<file path="src/rtl/button_debounce_pulse_pkg.sv">
// ============================================================================
// Module : button_debounce_pulse_pkg
// Brief  : Shared FSM state encoding and default debounce depth.
// Rev    : 1.0  initial release
// ============================================================================
`default_nettype none

package button_debounce_pulse_pkg;

    typedef enum logic [1:0] {
        IDLE       = 2'd0,
        CHECK_HIGH = 2'd1,
        HIGH       = 2'd2,
        CHECK_LOW  = 2'd3
    } db_state_t;

    localparam int DEFAULT_STABLE_CYCLES = 8;
    localparam int DEFAULT_CNT_WIDTH     = 4;

endpackage : button_debounce_pulse_pkg

`default_nettype wire

</file>
<file path="src/rtl/sync_2ff.sv">
// ============================================================================
// Module : sync_2ff
// Brief  : 1-bit two-flop synchroniser with synchronous active-high reset.
// Rev    : 1.0  initial release
// ============================================================================
`default_nettype none

module sync_2ff (
    input  logic clk,
    input  logic rst,
    input  logic d_i,
    output logic q_o
);

    logic meta_q;
    logic sync_q;

    always_ff @(posedge clk) begin
        if (rst) begin
            meta_q <= 1'b0;
            sync_q <= 1'b0;
        end else begin
            meta_q <= d_i;
            sync_q <= meta_q;
        end
    end

    assign q_o = sync_q;

endmodule : sync_2ff

`default_nettype wire

</file>
<file path="src/rtl/button_debounce_pulse.sv">
// ============================================================================
// Module : button_debounce_pulse
// Brief  : Synchronise, debounce and convert a push-button into one enable
//          pulse per accepted press.
// Rev    : 1.0  initial release
// ============================================================================
`default_nettype none

module button_debounce_pulse
    import button_debounce_pulse_pkg::*;
#(
    parameter int STABLE_CYCLES = DEFAULT_STABLE_CYCLES,
    parameter int CNT_WIDTH     = DEFAULT_CNT_WIDTH
) (
    input  logic clock,
    input  logic reset,
    input  logic button_in,
    output logic enable_pulse,
    output logic button_level,
    output logic busy
);

    localparam logic [CNT_WIDTH-1:0] c_CNT_LAST = CNT_WIDTH'(STABLE_CYCLES - 1);
    localparam logic [CNT_WIDTH-1:0] c_CNT_ONE  = CNT_WIDTH'(1);

    logic                 w_sync;
    db_state_t            state_q;
    logic [CNT_WIDTH-1:0] cnt_q;
    logic                 enable_pulse_q;
    logic                 button_level_q;
    logic                 busy_q;

    sync_2ff u_sync (
        .clk (clock),
        .rst (reset),
        .d_i (button_in),
        .q_o (w_sync)
    );

    // cnt_q counts consecutive samples agreeing with the candidate level;
    // it is cleared on every exit from a CHECK state so it never wraps.
    always_ff @(posedge clock) begin
        if (reset) begin
            state_q        <= IDLE;
            cnt_q          <= '0;
            enable_pulse_q <= 1'b0;
            button_level_q <= 1'b0;
            busy_q         <= 1'b0;
        end else begin
            enable_pulse_q <= 1'b0;
            case (state_q)
                IDLE: begin
                    if (w_sync) begin
                        state_q <= CHECK_HIGH;
                        cnt_q   <= c_CNT_ONE;
                        busy_q  <= 1'b1;
                    end
                end
                CHECK_HIGH: begin
                    if (!w_sync) begin
                        state_q <= IDLE;
                        cnt_q   <= '0;
                        busy_q  <= 1'b0;
                    end else if (cnt_q == c_CNT_LAST) begin
                        state_q        <= HIGH;
                        cnt_q          <= '0;
                        busy_q         <= 1'b0;
                        button_level_q <= 1'b1;
                        enable_pulse_q <= 1'b1;
                    end else begin
                        cnt_q <= cnt_q + c_CNT_ONE;
                    end
                end
                HIGH: begin
                    if (!w_sync) begin
                        state_q <= CHECK_LOW;
                        cnt_q   <= c_CNT_ONE;
                        busy_q  <= 1'b1;
                    end
                end
                CHECK_LOW: begin
                    if (w_sync) begin
                        state_q <= HIGH;
                        cnt_q   <= '0;
                        busy_q  <= 1'b0;
                    end else if (cnt_q == c_CNT_LAST) begin
                        state_q        <= IDLE;
                        cnt_q          <= '0;
                        busy_q         <= 1'b0;
                        button_level_q <= 1'b0;
                    end else begin
                        cnt_q <= cnt_q + c_CNT_ONE;
                    end
                end
                default: begin
                    state_q        <= IDLE;
                    cnt_q          <= '0;
                    busy_q         <= 1'b0;
                    button_level_q <= 1'b0;
                end
            endcase
        end
    end

    assign enable_pulse = enable_pulse_q;
    assign button_level = button_level_q;
    assign busy         = busy_q;

endmodule : button_debounce_pulse

`default_nettype wire

</file>
<file path="config.mk">
export PLATFORM = sky130hd
export DESIGN_NAME = button_debounce_pulse
export DESIGN_NICKNAME = d
export VERILOG_FILES = /design/src/rtl/button_debounce_pulse_pkg.sv /design/src/rtl/sync_2ff.sv /design/src/rtl/button_debounce_pulse.sv
export SDC_FILE = /design/constraint.sdc
export NUM_CORES = 1
export LEC_CHECK = 0
export CAP_MARGIN = 20
export CORE_AREA = 8 8 45 47
export CTS_CLUSTER_DIAMETER = 150
export DETAILED_ROUTE_END_ITERATION = 8
export DIE_AREA = 0 0 53 55
export PLACE_DENSITY = 0.57
export SLEW_MARGIN = 5
export SYNTH_ARGS = -nofsm -noshare
export SYNTH_HDL_FRONTEND = slang
export SYNTH_SLANG_ARGS = --single-unit
</file>
<file path="constraint.sdc">
create_clock -name clock -period 1.6 [get_ports clock]
set_clock_uncertainty 0.15 [all_clocks]
set_input_delay 0.48 -clock clock [delete_from_list [all_inputs] [get_ports clock]]
set_output_delay 0.48 -clock clock [all_outputs]
set_load 0.005 [all_outputs]
</file>
======== Word-level counts from Yosys, hierarchy flattened ========
Cells that the tools add are included.
W data, S select, Z words.
word-level totals
  memories kept ........................... 0
  register bits after elaboration ......... 11
  word-level logic and storage cells ...... 53
  input bits .............................. 3
  latch bits .............................. 0
  memory bits (writable) .................. 0
  bits in read-only memories .............. 0
operators by class
  add/sub/neg operators ................... 1
  reductions and logical operators ........ 6
  $lt $le $gt $ge ......................... 0
  bitwise logic cells ..................... 2
  $mul .................................... 0
  muxes and demuxes ....................... 25
  eq/ne operators ......................... 12
  shift operators ......................... 0
  divide/modulo/power cells ............... 0
operator list
  operator               count
  $mux W4                5
  $pmux W4 S4            1
  $mux W2                6
  $mux W1                10
  $ne A2 B2 Y1 const B   4
  $pmux W2 S4            1
  $reduce_and A5 Y1      1
  $add A4 B1 Y4 const B  1
  $eq A2 B2 Y1 const B   2
  $eq A4 B3 Y1 const B   1
  $ne A2 B1 Y1 const B   2
  $pmux W1 S4            1
  $reduce_and A4 Y1      1
  $ne A3 B2 Y1 const B   1
  $ne A3 B3 Y1 const B   1
  $reduce_or A3 Y1       1
  $eq A2 B1 Y1 const B   1
  $logic_not A2 Y1       1
  $not A1 Y1             2
  $pmux W1 S2            1
  $reduce_and A2 Y1      1
  $reduce_bool A2 Y1     1

======== Depth between registers and ports, before layout ========
Gate-level depths: netlist (run 1).
  depth after elaboration ................. 4
  mapped depth ............................ 4
  depth with buffers taken out ............ 4

======== Hierarchy ========
Synthesis (run 1) repeated with hierarchy kept, for this count alone.
unflattened totals
  cells, all modules ...................... 48
  area total of the unflattened synthesis .. 466.7 sq um
by module, submodules not included
  module                 seq. area each (sq um)  cells an instance  instances  area each (sq um)
  button_debounce_pulse  180.2                   44                 1          414.1
  sync_2ff               40.0                    4                  1          52.6

======== Worst setup path after synthesis (run 1) ========
No wires, ideal clock.
  path type ............................... flip-flop to flip-flop
  start ................................... reg cnt_q[0]
  end ..................................... reg button_level_q (netlist: button_level)
  path buffers ............................ 0
  data arrival time ....................... 1.083 ns
  setup time .............................. 0.074 ns
  stages on the path, launching flop included .. 5
  slack ................................... 0.292 ns
  path through ............................ dfxtp_1 ha_1 nand4b_1 nand3b_1 a31oi_1
between the ends
  cells in the longest elaborated chain, start to end .. 3
  elaborated cells on any way between the ends .. 4
  those cells by class .................... eq/ne (3); reduce/logical (1)
ends and longest elaborated chain
  item                           RTL line                                                  RTL
  start, declared                button_debounce_pulse.sv:28                               logic [CNT_WIDTH-1:0] cnt_q;
  start signal, assigned         button_debounce_pulse.sv:55                               cnt_q <= c_CNT_ONE;
  start signal, assigned         button_debounce_pulse.sv:71                               cnt_q <= cnt_q + c_CNT_ONE;
  start signal, assigned         button_debounce_pulse.sv:77                               cnt_q <= c_CNT_ONE;
  $eq A4 B3 Y1 *                 button_debounce_pulse.sv:64, button_debounce_pulse.sv:86
  $ne A2 B2 Y1 (no line)         --
  $reduce_and A5 Y1 (no line) *  --
  end signal, assigned           button_debounce_pulse.sv:68                               button_level_q <= 1'b1;
  end signal, assigned           button_debounce_pulse.sv:90                               button_level_q <= 1'b0;
  end signal, assigned           button_debounce_pulse.sv:99                               button_level_q <= 1'b0;
  end, declared                  button_debounce_pulse.sv:30                               logic button_level_q;
Every way passes the cells marked *; elsewhere a longest branch is shown, timed or not.
A chain may end at the register's enable or synchronous reset.

======== Worst setup path after layout (run 1) ========
  start ................................... reg busy_q (netlist: busy)
  end ..................................... out busy
RTL lines
  item                    RTL line                     RTL
  start, declared         button_debounce_pulse.sv:31  logic busy_q;
  start signal, assigned  button_debounce_pulse.sv:48  busy_q <= 1'b0;
  start signal, assigned  button_debounce_pulse.sv:56  busy_q <= 1'b1;
  start signal, assigned  button_debounce_pulse.sv:63  busy_q <= 1'b0;
  end, declared           button_debounce_pulse.sv:20  output logic busy
No word-level cell between the ends.

==> results of run 1 <==
## cells in the final DEF, fill, tap and decap left out, types with 2 or more instances in the layout
cell	count
clkbuf_4	3
nor2b_1	2
dfxtp_2	2
nand3_1	4
a21oi_1	3
clkdlybuf4s50_1	2
buf_4	3
dfxtp_1	9
nand4b_1	2
nand3b_1	2
nand2_1	2
nor2_1	3
o21ai_0	2
or3b_1	2
xor2_1	2
dlygate4sd2_1	3
## layout make-up
| class | count | area (µm²) |
|---|---|---|
| Multi-Input combinational cell | 33 | 229 |
| Sequential cell | 11 | 223 |
| Tap cell | 16 | 20.0 |
| Fill cell | 139 | 813 |
| Inverter | 1 | 3.75 |
| Clock buffer | 4 | 26.3 |
| Timing Repair Buffer | 8 | 68.8 |
## flip-flops by register name, indices dropped and copies added (netlist names), named ones only
name	count
cnt_q	4
button_level	1
enable_pulse	1
state_q	1
u_sync.meta_q	1
busy	1
u_sync.q_o	1
## synthesized netlist by cell type (2+ instances only)
library cell,number,share of area
o21ai_0,2,0.022
dfxtp_1,11,0.47
nor2b_1,2,0.027
xor2_1,2,0.038
or3b_1,2,0.038
nand3b_1,2,0.032
nor2_1,3,0.024
nand2_1,2,0.016
nand4b_1,2,0.038
nand3_1,4,0.043
a21oi_1,3,0.032
## cells by family (layout without fill, tap and decap cells)
kind of cell,after synthesis,count (layout),synth area share
mux,1,1,0.0216
xor+xnor,3,3,0.0728
fa+ha+maj,1,1,0.0269
simple gates,20,20,0.272
buf+inv,3,13,0.0323
flops,11,11,0.474
compound gates,8,8,0.0997
## worst max-delay path by stage
stage	from	cells after the start	slack, ns	end
5_1_grt	busy$_SDFFE_PP0P_	1	0.06	busy
6_report	busy$_SDFFE_PP0P_	1	0.11	busy
2_1_floorplan	cnt_q[0]$_SDFFE_PP0P_	4	0.29	button_level$_SDFFE_PP0P_
3_3_place_gp	reset	3	-0.08	cnt_q[3]$_SDFFE_PP0P_
3_5_place_dp	reset	3	-0.10	cnt_q[3]$_SDFFE_PP0P_
4_1_cts	busy$_SDFFE_PP0P_	1	0.09	busy
## layer usage
layer | track usage | vias to the layer above | wire length (µm)
met5 | 0 | - | 0
met4 | 0.0474 | 0 | 8
met2 | 0.104 | 9 | 350
li1 | - | 184 | -
met3 | 0.0695 | 2 | 71
met1 | 0.0844 | 163 | 418
## power by group through the flow
stage               combinational, mW  sequential, mW  clock (mW)
floorplan                      0.0179           0.294           0
global placement               0.0360           0.295           0
detailed placement             0.0359           0.295           0
CTS                            0.0337           0.289       0.206
global route                   0.0371           0.290       0.226
finish                         0.0327           0.289       0.192
## per-stage QoR
stage / TNS, ns / power (mW) / setup slack, ns
after global routing: 0 / 0.553 / 0.0589
final: 0 / 0.513 / 0.105
after floorplan: 0 / 0.312 / 0.292
after CTS: 0 / 0.528 / 0.0887
after global placement: -0.0753 / 0.330 / -0.0753
after detailed placement: -0.100 / 0.331 / -0.100
==> impl_metrics.toml, run 1 <==
[run_status]
status = "completed"

[final_layout]
fin_util = 0.412
final_cells = 73
drive_gt1_frac = 0.158
nets = 62
stdcell_area_um2 = 571
area_growth_pct = 22.9
antenna_cells = 0

[pwr]
power_frac_comb = 0.064
p_leak_nw = 0.228
peakVddDrop_v = 0.000504
power.density_nw_per_um2 = 900
swShare = 0.226
power.switching_uw = 116
p_int_uw = 398
power_frac_seq = 0.563
clkPwrFrac = 0.374

[synthesis]
ys_seq_elements = 11
synth_edf_count = 0
ys_async_sr_fraction = 0
syn_area_um2 = 464
synthFlopType = "dfxtp_1"
synth.distinct_cells = 23
postSynthCellCount = 47
yosysWarnings = 0
yosysSeqAreaShare = 0.474
syn-num-nets = 51
syn_avg_cell_area_um2 = 9.88

[route]
wire_per_inst_um = 11.6
vias_per_cell = 4.90
num_vias = 358
route.detailed.drc = 0
dr.pass1.iters = 3
wl_um = 848
ant_nets = 0
drt_iter0_markers = 2

[clock_tree]
cts_buffers = 3
h-tree-depth = 1
clk_pin_slew_ns = 0.07
cts_root_buf = "clkbuf_4"
cts_buffer_depth = 2
hold_buffers = 0
ctsResizeCount = 5
post-cts-setup-buffers = 0
cts_tree = "yes"
cts_sinks = 11
clk_latency_ns = 0.27

[worst_setup_path]
reg2reg_from = "cnt_q[0]$_SDFFE_PP0P_"
path_cells = "dlygate4sd2_1"
critPathTopFamily = "flip-flops"
crit_arrival_ns = 0.86
crit_buf_inv = 1
worstSetupPathType = "reg2out"
cpPeakStageDelay_ns = 0.33
critPathMaxFanout = 3
crit_slowest_cell = "dfxtp_2"
critPathCaptureType = "primary output"
cp_data_required_time_ns = 0.97
reg2reg_depth = 5
cp-start-kind = "flip-flop"
r2r_setup_slack_ns = 0.20

[floorplanning]
std_cell_rows = 14
start_util = 0.335
die-height_um = 55
dieArea_um2 = 2920
ios = 6
die-width_um = 53
core-area_um2 = 1380

[hold_path]
min_path_cells = 1
worstHoldEndpoint = "u_sync.q_o$_SDFF_PP0_"
hp-class = "reg2reg"
min_from = "u_sync.meta_q$_SDFF_PP0_"

[timing]
slew_violations = 0
finalCritPeriodShare = 0.934
slew_headroom = 0.739
finalCriticalPeriod_ns = 1.49
hold_viol = 0
setup_viol = 0
fin_hold_ws_ns = 0.291
max_freq_mhz = 669
tightest_slew_ns = 0.392
rsz0062_at_grt = "false"

[placement]
dp_cells = 69
gp_congestion = 0.632
dp_hpwl_um = 569
placed_cell_area_um2 = 546
io_buffers = 5

[global_routing]
antenna_found_initial = 0
grt_overflow_total = 0
grt_max_degree = 12
grt_usage = 0.0795
grt_pass1_vias = 382
grt_pass1_wl_mm = 1.60

[flow_run]
drv_cap = 0
Power figures use the tool's default switching activity.
==> run 2, diff against run 1 <==
- SLEW_MARGIN: 5 -> 40
==> results of run 2 <==
No change in the layout: final DEF, timing and power equal those of run 1.
==> run 3, diff against run 2 <==
- CAP_MARGIN: 20 -> default
==> results of run 3 <==
No change in the layout: final DEF, timing and power equal those of run 1.
==> variant 1: new RTL, flow settings as in run 1 <==
Register the input `button_in` before use, without a reset. The logic sees it one clock later.
--- a/src/rtl/button_debounce_pulse.sv
+++ b/src/rtl/button_debounce_pulse.sv
@@ -25,2 +25,8 @@
 
+    logic button_q;
+
+    always_ff @(posedge clock) begin
+        button_q <= button_in;
+    end
+
     logic                 w_sync;
@@ -35,3 +41,3 @@
         .rst (reset),
-        .d_i (button_in),
+        .d_i (button_q),
         .q_o (w_sync)
Formal check against the unedited RTL: not equivalent (Yosys sat finds a counterexample within 4 cycles, from zero or initial values and one cycle with reset high).
==> variant 1 against run 1 <==
Area after synthesis increased by 4.6%. Clock power is 24% higher. Setup slack gained 12 ps. Power rose by 15%. Cell area rose by 5.5%. Largest cell class is now registers. Hold slack hardly changed. Critical path depth did not move. Sequential cell count grew 1. Wire length is 8.6% higher. First-iteration DRC count grew to 5.5 times the old value.
==> variant 1: results (changes against run 1) <==
drt first-iter violations=11 (was 2); met2 WL=384 um (was 350 um); GR Util met3=0.0187 (was 0.0695); final instance area=602 um^2 (was 571 um^2); Post-Syn Nets=53 (was 51); syn avg cell area=9.91 um^2 (was 9.88 um^2); via count of the first global-routing pass=355 (was 382); Placement Setup Slack=-3.21 ps (was -100 ps); Min Hold Slack=291 ps (about the same); detailed placer's ending HPWL=650 um (was 569 um); Slew @ Worst Pin=360 ps (was 392 ps); GR Util All Layers=0.0763 (was 0.0795); Hold EP=u_sync.meta_q$_SDFF_PP0_ (was u_sync.q_o$_SDFF_PP0_); Post-synth top cells=12 x dfxtp_1, 6 x nand3_1, 4 x o21ai_0 (was 11 x dfxtp_1, 4 x nand3_1, 3 x a21oi_1, 3 x nor2_1); Clock Network Area Fraction=0.0603 (was 0.0461); max frequency=0.675 GHz (was 0.669 GHz); Pre-Repair DR Iteration Count=4 (was 3); max reg flops=4 (unchanged); Seq/total area=0.403 (was 0.390); Inverters=3 (was 1); Detailed Route WL=921 um (was 848 um); HP Class=reg2reg (unchanged); signal buffers share of area=0.102 (was 0.121); GPL Wtd Cong=0.836 (was 0.632); yosys warns=0 (unchanged); placed instance count=71 (was 69); share of cells above drive strength 1=0.186 (was 0.158); GRT Max-Usage Layer=met2 (unchanged); Post-layout nets=64 (was 62); die area=2920 um^2 (unchanged); pin count of the biggest net entering global routing=8 (was 12); status=complete, no violations (unchanged); synthesized flop and latch total=12 (was 11); Non-CTS buffers=7 (was 8); peak supply drop=0.467 mV (was 0.504 mV); Synth area leaders=dfxtp_1 49%, nand3_1 6.2%, o21ai_0 4.1%, nand4b_1 3.6%, o41ai_2 3.4% (was dfxtp_1 47%, nand3_1 4.3%, nand4b_1 3.8%, or3b_1 3.8%, xor2_1 3.8%); filler cell count=140 (was 139); met3 routed wirelength=37 um (was 71 um); Via Count=375 (was 358); Multi-input gate area=230 um^2 (was 229 um^2); first-pass GRT wire length=1520 um (was 1600 um); Leak=0.228 nW (about the same); GRT met1 Usage=0.0817 (was 0.0844); library cells used by synthesis=21 (was 23); cell area after placement=567 um^2 (was 546 um^2); reg2reg path depth=4 (was 5); Wirelength per Cell=12.3 um (was 11.6 um); M1 WL=444 um (was 418 um); grt met2 use=0.107 (was 0.104); sequential-to-total area share from yosys stat=0.495 (was 0.474); Hold Startpoint=button_q$_DFF_P_ (was u_sync.meta_q$_SDFF_PP0_)
## variant 1: cell count changes after synthesis, sizes merged, moves of 2 or more
cell,delta
inv,+2
nand3,+2
nor2,-2
nor3,+2
o21ai,+2
or3b,-2
## variant 1: timing repair
action,4_1_cts,5_1_grt
gates resized for setup,5,0
endpoints found under the hold margin,0,0
setup endpoints to repair,3,0
setup buffers,0,0
## variant 1: cells by family after synthesis
family | count (synthesis) | share of synthesized area
AO/OA/AOI/OAI | 11 | 0.162
XOR/XNOR | 3 | 0.0696
adder cells (fa/ha/maj) | 1 | 0.0258
buffers and inverters | 4 | 0.0309
flip-flops | 12 | 0.495
AND/OR/NAND/NOR | 18 | 0.217
## variant 1: where the power goes
part           switching [mW]  total, mW  leakage, nW  internal [mW]
clock network          0.0998      0.238       0.0210          0.138
logic                  0.0171     0.0358        0.109         0.0187
registers             0.00767      0.317       0.0988          0.309
==> variant 2: new RTL, config.mk and constraints of run 1 <==
Made on the original files. Set the package constant `DEFAULT_CNT_WIDTH` to 6 (it was 4).
--- a/src/rtl/button_debounce_pulse_pkg.sv
+++ b/src/rtl/button_debounce_pulse_pkg.sv
@@ -17,3 +17,3 @@
     localparam int DEFAULT_STABLE_CYCLES = 8;
-    localparam int DEFAULT_CNT_WIDTH     = 4;
+    localparam int DEFAULT_CNT_WIDTH     = 6;
 
Function: no difference found for any inputs over 10 cycles, from zero or initial values and one cycle with reset high; that may be too few to reach the edited logic, so the function may still have changed.
==> variant 2 against run 1 <==
Register-to-register slack got worse by 150 ps. Area after synthesis up 20%. Combinational power increased by 55%. Cell count rose by 21%. Sequential cell count increased by 2. Setup slack worse by 55 ps. Wire length is 32% higher. Via count grew 29%. Cell area grew 24%. Global-route usage up 1.1 points. Power increased by 16%.
==> variant 2: results (changes against run 1) <==
status=complete, no violations (unchanged); Worst Path Max Fanout=4 (was 3); share of cells above drive strength 1=0.236 (was 0.158); initial antenna violation count=0 (unchanged); detailed placer's ending HPWL=801 um (was 569 um); drt first-iter violations=7 (was 2); Placement Setup Slack=-105 ps (was -100 ps); filler cell count=134 (was 139); Hold EP=u_sync.q_o$_SDFF_PP0_ (unchanged); XOR/XNOR Fraction of Synth Area=0.0923 (was 0.0728); syn avg cell area=9.58 um^2 (was 9.88 um^2); met2 WL=557 um (was 350 um); reg2reg path depth=4 (was 5); Post-synth top cells=13 x dfxtp_1, 4 x nand2_1, 4 x xnor2_1 (was 11 x dfxtp_1, 4 x nand3_1, 3 x a21oi_1, 3 x nor2_1); Multi-input gate area=290 um^2 (was 229 um^2); normalized max-slew margin=0.695 (was 0.739); GPL Wtd Cong=0.707 (was 0.632); pin count of the biggest net entering global routing=10 (was 12); cell area after placement=669 um^2 (was 546 um^2); Clock transition at path regs=80 ps; prevailing post-synth register cell=dfxtp_1 (unchanged); CP max stage cell=nor4b_1 (was dfxtp_2); Synth area leaders=dfxtp_1 47%, xnor2_1 6.3%, o2111ai_1 4.7%, and2_1 3.4%, nor4b_1 3.2% (was dfxtp_1 47%, nand3_1 4.3%, nand4b_1 3.8%, or3b_1 3.8%, xor2_1 3.8%); library cells used by synthesis=24 (was 23); sequential-to-total area share from yosys stat=0.468 (was 0.474); grt met2 use=0.150 (was 0.104); GR Util met3=0.0615 (was 0.0695); GR Util All Layers=0.0905 (was 0.0795); Wirelength per Cell=12.7 um (was 11.6 um); Min Hold Slack=304 ps (was 291 ps); placed instance count=84 (was 69); Post-Synth Adder-Cell Area=0.0225 (was 0.0270); final period utilization=0.969 (was 0.934); cell area after synthesis=556 um^2 (was 464 um^2); R2R setup slack=50 ps (was 200 ps); asr flop ratio synth=0 (unchanged); reg-to-reg startpoint=cnt_q[4]$_SDFFE_PP0P_ (was cnt_q[0]$_SDFFE_PP0P_); peak supply drop=0.551 mV (was 0.504 mV); clk root buf=clkbuf_4 (unchanged); met3 routed wirelength=68 um (was 71 um); Pre-Repair DR Iteration Count=2 (was 3); Post-layout nets=77 (was 62); M1 WL=484 um (was 418 um); Leak=0.287 nW (was 0.228 nW); crit-path max cell delay=440 ps (was 330 ps); CP delay by family, top=simple AND/OR/NAND/NOR gates (was flip-flops); crit path kind=reg2reg (was reg2out); post-synthesis mux area share=0 (was 0.0216); Post-Syn Nets=62 (was 51); GRT met1 Usage=0.0860 (was 0.0844); Via Count=463 (was 358); Finished Layout Cells=88 (was 73); WP data arrival=1600 ps (was 860 ps); number of diodes=0 (unchanged); complex-gate fraction of the synthesized area=0.178 (was 0.0997); max reg flops=6 (was 4); first-pass GRT wire length=1900 um (was 1600 um); via count of the first global-routing pass=469 (was 382)
variant 2: changes by cell type in the layout (fill, tap and decap cells not counted), moves of 3 or more:
cell       before  now
o2111ai_1       0    3
buf_4           3    7
and2_1          0    3
dfxtp_1         9   12
xnor2_1         0    4
variant 2: worst reg2reg max path: stages, from the launching register on:
cell and delay, ps:
dfxtp_1 330, nor4b_1 440, and3_1 310, a21oi_1 90, o22ai_1 150
variant 2: layout make-up:
class / instances / area share
clock buffers: 3 / 0.0319
clock inverters: 1 / 0.00709
inverters: 2 / 0.0106
multi-input cells: 41 / 0.411
flip-flops and latches: 13 / 0.371
well taps: 16 / 0.0284
repair buffers: 12 / 0.140
variant 2: report_power, final:
part / switching [mW] / internal, mW / leakage, nW
clock: 0.111 / 0.0928 / 0.0177
combinational: 0.0229 / 0.0277 / 0.163
sequential: 0.00874 / 0.335 / 0.106
variant 2: timing repair:
| action | CTS | global route |
|---|---|---|
| pin swaps | 0 | 0 |
| setup endpoints to repair | 3 | 2 |
| gates resized for setup | 4 | 1 |
